## config.mk

```make
export PLATFORM = sky130hd
export DESIGN_NAME = alu_arbiter
export DESIGN_NICKNAME = d
export VERILOG_FILES = /design/src/rtl/alu_arbiter.sv
export SDC_FILE = /design/constraint.sdc
export NUM_CORES = 1
export LEC_CHECK = 0
export BUFFER_PORTS_ARGS = -buffer_cell sky130_fd_sc_hd__buf_4
export CORE_AREA = 2 2 101 201
export DETAILED_ROUTE_END_ITERATION = 8
export DIE_AREA = 0 0 103 203
export PLACE_DENSITY = 0.66
export RECOVER_POWER = 50
export SETUP_SLACK_MARGIN = 0.5
export SYNTH_ARGS = -nofsm -noshare
export SYNTH_HDL_FRONTEND = slang
export SYNTH_SLANG_ARGS = --single-unit
export TNS_END_PERCENT = 1
```

## constraint.sdc

```tcl
create_clock -name clk -period 3.4 [get_ports clk]
set_input_delay 0.68 -clock clk [delete_from_list [all_inputs] [get_ports clk]]
set_output_delay 0.68 -clock clk [all_outputs]
set_load 0.005 [all_outputs]
```

## src/rtl/alu_arbiter.sv

```systemverilog
// Two-requester ALU front end: grants one operation at a time (round robin on ties),
// executes it in one cycle and holds the result until the consumer takes it.
module alu_arbiter #(
   parameter int WIDTH = 16
) (
   input  logic                 clk,
   input  logic                 rst,
   input  logic [1:0]           req_valid,
   output logic [1:0]           req_ready,
   input  logic [5:0]           req_op,
   input  logic [2*WIDTH-1:0]   req_a,
   input  logic [2*WIDTH-1:0]   req_b,
   output logic                 resp_valid,
   input  logic                 resp_ready,
   output logic                 resp_id,
   output logic [WIDTH-1:0]     resp_y,
   output logic                 resp_zero,
   output logic                 resp_carry,
   output logic [1:0]           fsm_state
);

   // Handshake: a request moves on a rising edge where req_valid[i] && req_ready[i];
   // a response moves on a rising edge where resp_valid && resp_ready.
   typedef enum logic [1:0] {
      IDLE = 2'd0,
      EXEC = 2'd1,
      RESP = 2'd2
   } state_t;

   state_t state, state_nxt;

   logic             last_gnt;
   logic             gnt_id;
   logic             accept;
   logic [2:0]       op_q;
   logic [WIDTH-1:0] a_q;
   logic [WIDTH-1:0] b_q;
   logic             id_q;
   logic [WIDTH-1:0] alu_y;
   logic             alu_carry;
   logic [WIDTH:0]   sum;
   logic [WIDTH:0]   diff;

   assign fsm_state = state;

   // On a tie the requester that did not win last time gets the grant.
   assign gnt_id = (&req_valid) ? ~last_gnt : req_valid[1];

   always_comb begin
      state_nxt = state;
      req_ready = 2'b00;
      accept    = 1'b0;
      case (state)
         IDLE: begin
            if ((|req_valid) && !rst) begin
               req_ready = gnt_id ? 2'b10 : 2'b01;
               accept    = 1'b1;
               state_nxt = EXEC;
            end
         end
         EXEC: state_nxt = RESP;
         RESP: begin
            if (resp_ready) state_nxt = IDLE;
         end
         default: state_nxt = IDLE;
      endcase
   end

   always_comb begin
      sum       = {1'b0, a_q} + {1'b0, b_q};
      diff      = {1'b0, a_q} - {1'b0, b_q};
      alu_y     = '0;
      alu_carry = 1'b0;
      case (op_q)
         3'b000: alu_y = a_q & b_q;
         3'b001: alu_y = a_q | b_q;
         3'b010: alu_y = a_q ^ b_q;
         3'b011: alu_y = ~(a_q | b_q);
         3'b100: begin
            alu_y     = sum[WIDTH-1:0];
            alu_carry = sum[WIDTH];
         end
         3'b101: begin
            // Top bit of the widened difference is the borrow.
            alu_y     = diff[WIDTH-1:0];
            alu_carry = diff[WIDTH];
         end
         3'b110: alu_y = a_q << b_q[3:0];
         default: alu_y = a_q >> b_q[3:0];
      endcase
   end

   always_ff @(posedge clk or posedge rst) begin
      if (rst) state <= IDLE;
      else     state <= state_nxt;
   end

   always_ff @(posedge clk or posedge rst) begin
      if (rst) begin
         last_gnt   <= 1'b1;
         op_q       <= '0;
         a_q        <= '0;
         b_q        <= '0;
         id_q       <= 1'b0;
         resp_valid <= 1'b0;
         resp_id    <= 1'b0;
         resp_y     <= '0;
         resp_zero  <= 1'b0;
         resp_carry <= 1'b0;
      end else begin
         if (accept) begin
            last_gnt <= gnt_id;
            id_q     <= gnt_id;
            op_q     <= gnt_id ? req_op[5:3] : req_op[2:0];
            a_q      <= gnt_id ? req_a[2*WIDTH-1:WIDTH] : req_a[WIDTH-1:0];
            b_q      <= gnt_id ? req_b[2*WIDTH-1:WIDTH] : req_b[WIDTH-1:0];
         end
         if (state == EXEC) begin
            resp_valid <= 1'b1;
            resp_id    <= id_q;
            resp_y     <= alu_y;
            resp_zero  <= (alu_y == '0);
            resp_carry <= alu_carry;
         end
         if ((state == RESP) && resp_ready) resp_valid <= 1'b0;
      end
   end

endmodule

```

After elaboration in Yosys (flattened, before gate mapping)
Index checks and enable logic that the tools add are counted.

Logic and storage cells: 56. Bits in latches: 0. Memories kept: 0. Output and inout port bits: 24. RAM bits: 0. Flip-flop bits (word level): 59. Bits in read-only memories: 0.

Multiply operators: 0. Add/sub/neg operators: 2. Div/mod/pow operators: 0. Order comparisons: 0. Reductions and logical operators: 10. Bitwise operators: 5. Shifts and indexed selects: 2. Equality and inequality tests: 10. Muxes and demuxes: 16.

Operators with widths (number): 16-bit case mux with 7 select lines (1); 16-bit two-way mux (2); 16-bit by 16-bit adder with 17-bit output (1); 16-bit by 16-bit subtractor with 17-bit output (1); 16-bit AND (1); 16-bit logical NOT (1); 16-bit inverter (1); 16-bit OR (1); 16-bit by 4-bit << shifter with 16-bit output (1); 16-bit by 4-bit >> shifter with 16-bit output (1); 16-bit bitwise XOR (1); 2-bit two-way mux (5); 3-bit equality test (second input constant) (3); 3-bit by 2-bit equality test with 1-bit output (second input constant) (2); 2-bit case mux with 3 select lines (1); 1-bit two-way mux (5); 2-bit != test (second input constant) (2); 2-bit AND reduction (2); 3-bit by 1-bit equality test with 1-bit output (second input constant) (1); 3-bit logical NOT (1); 3-bit two-way mux (1); 2-bit by 1-bit equality test with 1-bit output (second input constant) (1); 2-bit equality test (second input constant) (1); 1-bit logical AND (2); other kinds (6) (6).

Longest topological paths before layout
Gate-level depths: netlist (run 1).

Word-level depth: 5. Depth in mapped cells: 14.

Worst setup path after synthesis (run 1)
Ideal clock, no wire load.

Path type: register -> register. From: register b_q[2]. To: register resp_zero. Cell stages (with the launch flop): 14. Data arrival time: 3460 ps. Required time: 3296 ps. Setup time: 104 ps. Period minus slack after synthesis: 3564 ps. Setup slack: -164 ps. Cell sequence: dfrtp_1 > buf_4 > clkinv_1 > clkbuf_1 > ha_1 > nand2b_1 > a211oi_1 > o311a_1 > o2111a_1 > o21a_1 > a211oi_1 > nand2_1 > or4_1 > o41ai_2.

Cells in the longest elaborated chain, start to end: 4. Elaborated cells on any way between the ends: 10. Those cells by class: 2 x add/sub; 2 x shift; 1 x mux; 4 x bitwise; 1 x reduce/logical.

Ends and longest elaborated chain: from (decl) (RTL line 37) `logic [WIDTH-1:0] b_q;`; from (signal assigned) (RTL line 116) `b_q <= gnt_id ? req_b[2*WIDTH-1:WIDTH] : req_b[WIDTH-1:0];`; parallel branches: the longest is 2 deep, another holds 16-bit by 16-bit subtractor with 17-bit output; 16-bit case mux with 7 select lines (*) (RTL line 74) `case (op_q)`; 16-bit logical NOT (*) (RTL line 122) `resp_zero <= (alu_y == '0);`; to (signal assigned) (RTL line 122); to (decl) (RTL line 17) `output logic resp_zero,`.

Mark *: on every way between the ends. A chain may end at the register's enable or synchronous reset.

Worst setup path after layout (run 1)
From: register b_q[1]. To: register resp_zero.

Same word-level chain as after synthesis.

==> run_results.csv, run 1 <==
group,metric,value,unit
outcome,run_status,"finished clean",
pwr,internal-power,5.669,mW
pwr,power.share.combinational,77.7,%
logic_synthesis,synth_enable_flop_cells,0,
floorplan,fp.coreArea,19280,µm²
clocking,cts_tree,"built",
logic_synthesis,async_sr_flop_fraction,100.0,%
floorplan,fp.dieW,103,µm
final_layout,layout.cells.non_filler,1325,
timing,worst_pin_slew,1.428,ns
grt,first_global_vias,7279,
placed_design,post-place-cells,1295,
drt,route.final.wire_length,25540,µm
drt,drt-initial-drc-count,342,
pwr,ir_worst_vdd,0.3442,mV
timing,maxSlewHeadroom,4.771,%
logic_synthesis,synth-warning-count,0,
setup_path,setup.reg_to_reg.worst_slack,0.06,ns
grt,grt_pass1_wl,39790,µm
pwr,clock_power_share,9.9,%
pwr,power.density_cell_area,1110,nW/µm²
drt,avgViaCountPerCell,5.456,
grt,antenna_violations_before_repair,0,
final_layout,number_of_antenna_diodes,0,
clocking,htreeDepth,3,
setup_path,criticalPathCategory,"flop to flop",
timing,rsz0062_at_grt,"true",
job,cap_violations,0,
placed_design,gp_congestion,0.9942,
setup_path,worstPathArrival,3.60,ns
worst_hold_path,worstHoldPathType,"flop to flop",
setup_path,worst_setup_path_end_kind,"flop",
logic_synthesis,post-synth-top-area-cell,"sky130_fd_sc_hd__dfrtp_1",
logic_synthesis,post_synth_main_area_contributors,"sky130_fd_sc_hd__dfrtp_1 (21%), sky130_fd_sc_hd__ha_1 (9.8%), sky130_fd_sc_hd__mux2i_1 (9.3%)",
floorplan,die-area,20910,µm²
setup_path,critical-path-slowest-cell,"sky130_fd_sc_hd__mux4_2",
pwr,power.total,10.74,mW
logic_synthesis,synth_flop_cell,"sky130_fd_sc_hd__dfrtp_1",
logic_synthesis,synthDistinctLibCells,79,
drt,drt-pass1-iter-count,5,
logic_synthesis,syn_area_per_cell,8.064,µm²
logic_synthesis,synth_fp_nets,982,
logic_synthesis,postSynthRegisterBits,59,
clocking,worst_skew_pair.late_latency,0.36,ns
setup_path,cp_slowest_stage_delay,0.50,ns
logic_synthesis,synthMostInstantiatedCell,"sky130_fd_sc_hd__nand2_1",
clocking,cts_made_buffers,9,
setup_path,cp-start-kind,"flop",
placed_design,io_buffer_count,98,
setup_path,critical_path_required,3.65,ns
final_layout,drive_above_1_share,34.80,%
logic_synthesis,number_of_cells_produced_by_synthesis,851,
timing,final_hold_viol_count,0,
drt,detail-route-antenna-nets,0,
floorplan,io-pin-count,99,
timing,tns,0,ns
pwr,sequentialPowerShare,12.4,%
pwr,power.switching_fraction,47.23,%
logic_synthesis,netlist_top_cells_count,"sky130_fd_sc_hd__nand2_1 (99), sky130_fd_sc_hd__nor2_1 (77), sky130_fd_sc_hd__o21ai_0 (65)",
setup_path,path_max_fanout,13,
clocking,clock-root-buffer,"sky130_fd_sc_hd__clkbuf_16",
final_layout,fillCellCount,1930,
final_layout,areaGrowthSynthToFinish,41.00,%
drt,remaining_drc_errors,0,
final_layout,final_nets,1192,
setup_path,cpMostUsedCell,"sky130_fd_sc_hd__buf_8",
placed_design,hpwl,20660,µm
logic_synthesis,syn-cell-area,6863,µm²
timing,finalClockSkew,0.008538,ns
clocking,hold_fix_buffers_cts,0,
timing,max_clock_freq,299.2,MHz
timing,finalCriticalPeriod,3.343,ns
logic_synthesis,synth.top_cell.area_share,21.15,%
clocking,cts_sinks,59,
grt,groute.usage.overall,25.26,%
logic_synthesis,share_of_the_yosys_chip_area_belonging_to_registers,21.53,%
pwr,p_leak,4.502,nW
timing,setup_viol_count_final,0,
setup_path,critical_path.cell_chain,"buf_8 -> buf_8 -> mux4_2 -> nand2_1 -> a21oi_1 -> a2111oi_4 -> o2111ai_2 -> nor4_2 -> buf_4 -> nand4b_1 -> or4_1 -> o41ai_2",
floorplan,start_util,35.60,%
pwr,total_switching_power,5.075,mW
drt,wl_per_cell,19.28,µm
clocking,clk_pin_slew,0.05,ns
grt,globalRoute.totalOverflow,0,
drt,vias,7229,
floorplan,floorplan.die.height,203,µm
grt,grt_start_max_net_pins,68,
timing,maxSlewViolCount,0,
floorplan,floorplan.rows,72,
timing,timing.final.crit_share,98.32,%
clocking,max-clock-path-buffers,2,
[stage by stage]
step / worst slack (ns) / area (µm²) / hold slack [ns] / utilization, %
after global routing: -0.07641 / 9677 / 0.4947 / 50.19
final: 0.05721 / 9677 / 0.4679 / 50.19
after detailed placement: -0.1822 / 8897 / 0.4647 / 46.15
after floorplan: 0.2583 / 6953 / 0.4395 / -
after global placement: -0.2058 / 8897 / 0.4586 / 46.15
after CTS: -0.04992 / 9588 / 0.4647 / 49.73
[power groups by stage]
stage | Sequential (mW) | Combinational, mW | Clock [mW]
2_1_floorplan | 1.27 | 4.54 | 0
3_3_place_gp | 1.32 | 7.56 | 0
3_5_place_dp | 1.33 | 7.60 | 0
4_1_cts | 1.33 | 8.08 | 1.09
5_1_grt | 1.37 | 9.00 | 1.12
6_report | 1.33 | 8.34 | 1.07
[flip-flops by register name, summed over array words and instances, names as in the netlist]
name and flops:
b_q 16, resp_valid 1, id_q 1, resp_zero 1
last_gnt 1, resp_y 16, resp_carry 1, fsm_state 2
a_q 16, resp_id 1, op_q 3
[cell families after synthesis]
| group | after synthesis | share of synthesized area [%] |
|---|---|---|
| AND/OR/NAND/NOR | 267 | 17.99 |
| AO/OA/AOI/OAI | 231 | 22.55 |
| buffers and inverters | 125 | 7.949 |
| multiplexers | 93 | 16.99 |
| flip-flops | 59 | 21.53 |
| adder cells (fa/ha/maj) | 56 | 10.43 |
| XOR/XNOR | 20 | 2.552 |
[final cells by class]
cell class | instances | area (µm²) | share of cell area (%)
clock buffers | 13 | 270.3 | 2.793
clock inverters | 3 | 68.82 | 0.7111
inverters | 58 | 222.7 | 2.302
multi-input cells | 667 | 5191 | 53.65
flip-flops and latches | 59 | 1486 | 15.36
well taps | 259 | 324.1 | 3.349
repair buffers | 266 | 2113 | 21.84
[placed cells by master (no fill, tap or decap), types with 7 or more instances in the layout]
cell type,count
sky130_fd_sc_hd__nor2b_1,9
sky130_fd_sc_hd__dfrtp_1,51
sky130_fd_sc_hd__a31oi_1,10
sky130_fd_sc_hd__mux2i_1,62
sky130_fd_sc_hd__mux4_2,17
sky130_fd_sc_hd__xnor2_1,20
sky130_fd_sc_hd__dfrtp_2,7
sky130_fd_sc_hd__o22ai_1,10
sky130_fd_sc_hd__nand3_1,8
sky130_fd_sc_hd__nand2_1,99
sky130_fd_sc_hd__nand2b_1,13
sky130_fd_sc_hd__nor3_1,14
sky130_fd_sc_hd__a211oi_1,18
sky130_fd_sc_hd__ha_1,46
sky130_fd_sc_hd__clkbuf_16,9
sky130_fd_sc_hd__o21ai_0,58
sky130_fd_sc_hd__nor2_1,73
sky130_fd_sc_hd__a21oi_1,44
sky130_fd_sc_hd__o211ai_1,7
sky130_fd_sc_hd__buf_4,243
sky130_fd_sc_hd__inv_1,54
[worst paths after layout]
path,cells after the start,from,endpoint
worst max-delay path,12,b_q[1],resp_zero
worst min-delay path,2,resp_y[7],resp_y[7]
worst max register to register,12,b_q[1],resp_zero
worst min register to register,2,resp_y[7],resp_y[7]
max in group asynchronous,3,rst,op_q[1]
min in group asynchronous,2,rst,resp_carry
[worst max-delay path, delay by kind of cell, from the launching register on]
kind                   cells  cell delay [ns]
DFF                        1             0.40
muxes                      1             0.50
AOI/OAI and AO/OA          4             0.90
buffers and inverters      3             0.52
and+or+nand+nor            4             0.91
[metal layers]
metal,global-route usage [%],wire length (µm)
met1,27.32,9387
met2,45.62,13840
met3,3.098,798
met4,14.43,1518
met5,0,0
[timing repair]
item                                    CTS  global route
endpoints found under the setup margin    5             6
gates resized for setup                  52            27
pin swaps                                26            16
buffers inserted                         12             2
(Power assumes the default switching activity.)
==> run 2: changes to the inputs <==
- CTS_BUF_LIST: default -> sky130_fd_sc_hd__clkbuf_2
==> run_results.csv, run 2 (synthesis results as in run 1) <==
group,metric,value,unit
drt,drt-pass1-iter-count,5,
setup_path,cp_slowest_stage_delay,0.54,ns
clocking,clk_pin_slew,0.22,ns
setup_path,worstReg2RegEnd,"resp_zero",
final_layout,final_nets,1193,
clocking,htreeDepth,3,
clocking,max-clock-path-buffers,2,
drt,remaining_drc_errors,0,
final_layout,final_core_util,48.54,%
drt,avgViaCountPerCell,5.492,
floorplan,io-pin-count,99,
setup_path,reg2reg_from,"b_q[5]",
floorplan,fp.dieW,103,µm
clocking,clock-root-buffer,"sky130_fd_sc_hd__clkbuf_2",
timing,finalCriticalPeriod,3.428,ns
timing,maxSlewHeadroom,1.076,%
final_layout,drive_above_1_share,33.55,%
setup_path,worstPathArrival,3.99,ns
final_layout,most_frequent_standard_cell_in_the_layout_excluding_fill_and_tap_cells,"sky130_fd_sc_hd__buf_4",
timing,rsz0062_at_grt,"true",
pwr,p_leak,4.364,nW
setup_path,path_max_fanout,6,
floorplan,floorplan.die.height,203,µm
placed_design,io_buffer_count,98,
clocking,cts_sinks,59,
final_layout,mostFrequentLayoutCells,"sky130_fd_sc_hd__buf_4 (252), sky130_fd_sc_hd__nand2_1 (99), sky130_fd_sc_hd__nor2_1 (76)",
setup_path,worst_setup_path_end_kind,"flop",
setup_path,critical_path.cell_chain,"inv_1 -> ha_2 -> nor2_1 -> a221o_1 -> o21ai_4 -> nand4_1 -> a21bo_1 -> a211oi_2 -> nand2_1 -> or4_1 -> o41ai_2",
floorplan,die-area,20910,µm²
floorplan,fp.coreArea,19280,µm²
final_layout,layout.cells.non_filler,1327,
floorplan,start_util,35.60,%
clocking,hold_fix_buffers_cts,0,
timing,timing.final.crit_share,100.8,%
grt,antenna_violations_before_repair,1,
timing,final_hold_viol_count,0,
worst_hold_path,min_path_cells,2,
drt,vias,7288,
grt,groute.usage.overall,25.34,%
final_layout,reg_top3,"a_q: 16 flops, b_q: 16 flops, resp_y: 16 flops",
placed_design,placed_cell_area,8897,µm²
drt,route.final.wire_length,25720,µm
clocking,cts_made_buffers,9,
pwr,ir_worst_vdd,0.4065,mV
grt,grt_start_max_net_pins,68,
timing,max_clock_freq,291.7,MHz
worst_hold_path,worstHoldStart,"resp_ready",
floorplan,floorplan.rows,72,
timing,tns,-0.02838,ns
job,cap_violations,0,
worst_hold_path,worstHoldPathType,"input pin to flop",
timing,setup_viol_count_final,1,
drt,drt-initial-drc-count,420,
drt,detail-route-antenna-nets,0,
timing,worst_pin_slew,1.484,ns
placed_design,post-place-cells,1295,
placed_design,hpwl,20660,µm
pwr,power.density_cell_area,1080,nW/µm²
timing,postLayoutSetupSlackWorst,-0.02838,ns
setup_path,criticalPathCategory,"flop to flop",
outcome,failed_checks,"negative setup slack",
timing,finalClockSkew,0.04601,ns
grt,globalRoute.totalOverflow,0,
clocking,cts_tree,"built",
setup_path,critical_path_required,3.96,ns
setup_path,setup.reg_to_reg.worst_slack,-0.03,ns
final_layout,areaGrowthSynthToFinish,36.35,%
setup_path,critical-path-slowest-cell,"sky130_fd_sc_hd__or4_1",
drt,wl_per_cell,19.38,µm
final_layout,stdcell_area,9358,µm²
clocking,worst_skew_pair.late_latency,0.68,ns
placed_design,gp_congestion,0.9942,
timing,maxSlewViolCount,0,
grt,first_global_vias,7290,
worst_hold_path,hold_path_end,"fsm_state[1]",
setup_path,path_depth_of_the_worst_reg2reg_path,11,
setup_path,cp-start-kind,"flop",
outcome,run_status,"complete, but fails checks",
grt,grt_pass1_wl,39870,µm
## run 2: cell types whose count changed in the layout (fill, tap and decap cells not counted), moves of 4 or more
cell                        before  now
sky130_fd_sc_hd__clkbuf_2        0   11
sky130_fd_sc_hd__buf_4         243  252
sky130_fd_sc_hd__clkbuf_16       9    0
sky130_fd_sc_hd__clkbuf_4        6    0
sky130_fd_sc_hd__o21ai_0        58   63
sky130_fd_sc_hd__o21ai_1         6    2
## run 2: layout make-up
type,instances,area [µm²]
fillers,1976,9921
multi-input cells,667,5112
repair buffers,267,2079
flip-flops and latches,59,1486
well taps,259,324.1
inverters,58,222.7
clock inverters,6,80.08
clock buffers,10,50.05
diodes,1,2.502
## run 2: where the power goes
part | total [mW] | internal (mW) | switching, mW | leakage (nW)
logic | 8.22 | 3.87 | 4.35 | 3.57
clock network | 0.570 | 0.241 | 0.329 | 0.0786
registers | 1.32 | 1.00 | 0.313 | 0.718
## run 2: worst max-delay path, delay by kind of cell, from the launching register on
family	cells	cell delay, ns
buf+inv	1	0.09
flops	1	0.46
compound gates	5	1.39
fa+ha+maj	1	0.40
simple gates	4	0.98
## run 2: stage by stage
stage	power, mW	hold slack [ns]	setup WS, ns
global route	10.84	0.1580	-0.1370
floorplan	5.814	0.4395	0.2583
finish	10.11	0.1711	-0.02838
detailed placement	8.928	0.4647	-0.1822
CTS	9.907	0.1068	-0.1122
global placement	8.875	0.4586	-0.2058
## run 2: routing by layer
metal  up-vias  wire length, µm  track usage (%)
met5         -                0                0
met4         0             1480            14.61
li1       3480                -                -
met1      3475             9419            27.49
met2       251            13870            45.25
met3        82              956            3.614
## run 2: timing repair
item,CTS,global route
setup buffers,14,1
gates resized for setup,40,14
endpoints found under the hold margin,0,0
endpoints found under the setup margin,6,6
pin swaps,26,10
## run 2: worst max path at each step
| stage | slack (ns) | to | from |
|---|---|---|---|
| CTS | -0.11 | resp_zero | b_q[1] |
| global placement | -0.21 | resp_zero | b_q[0] |
| finish | -0.03 | resp_zero | b_q[5] |
| floorplan | 0.26 | resp_zero | b_q[1] |
| global route | -0.14 | resp_zero | a_q[0] |
| detailed placement | -0.18 | resp_zero | a_q[0] |
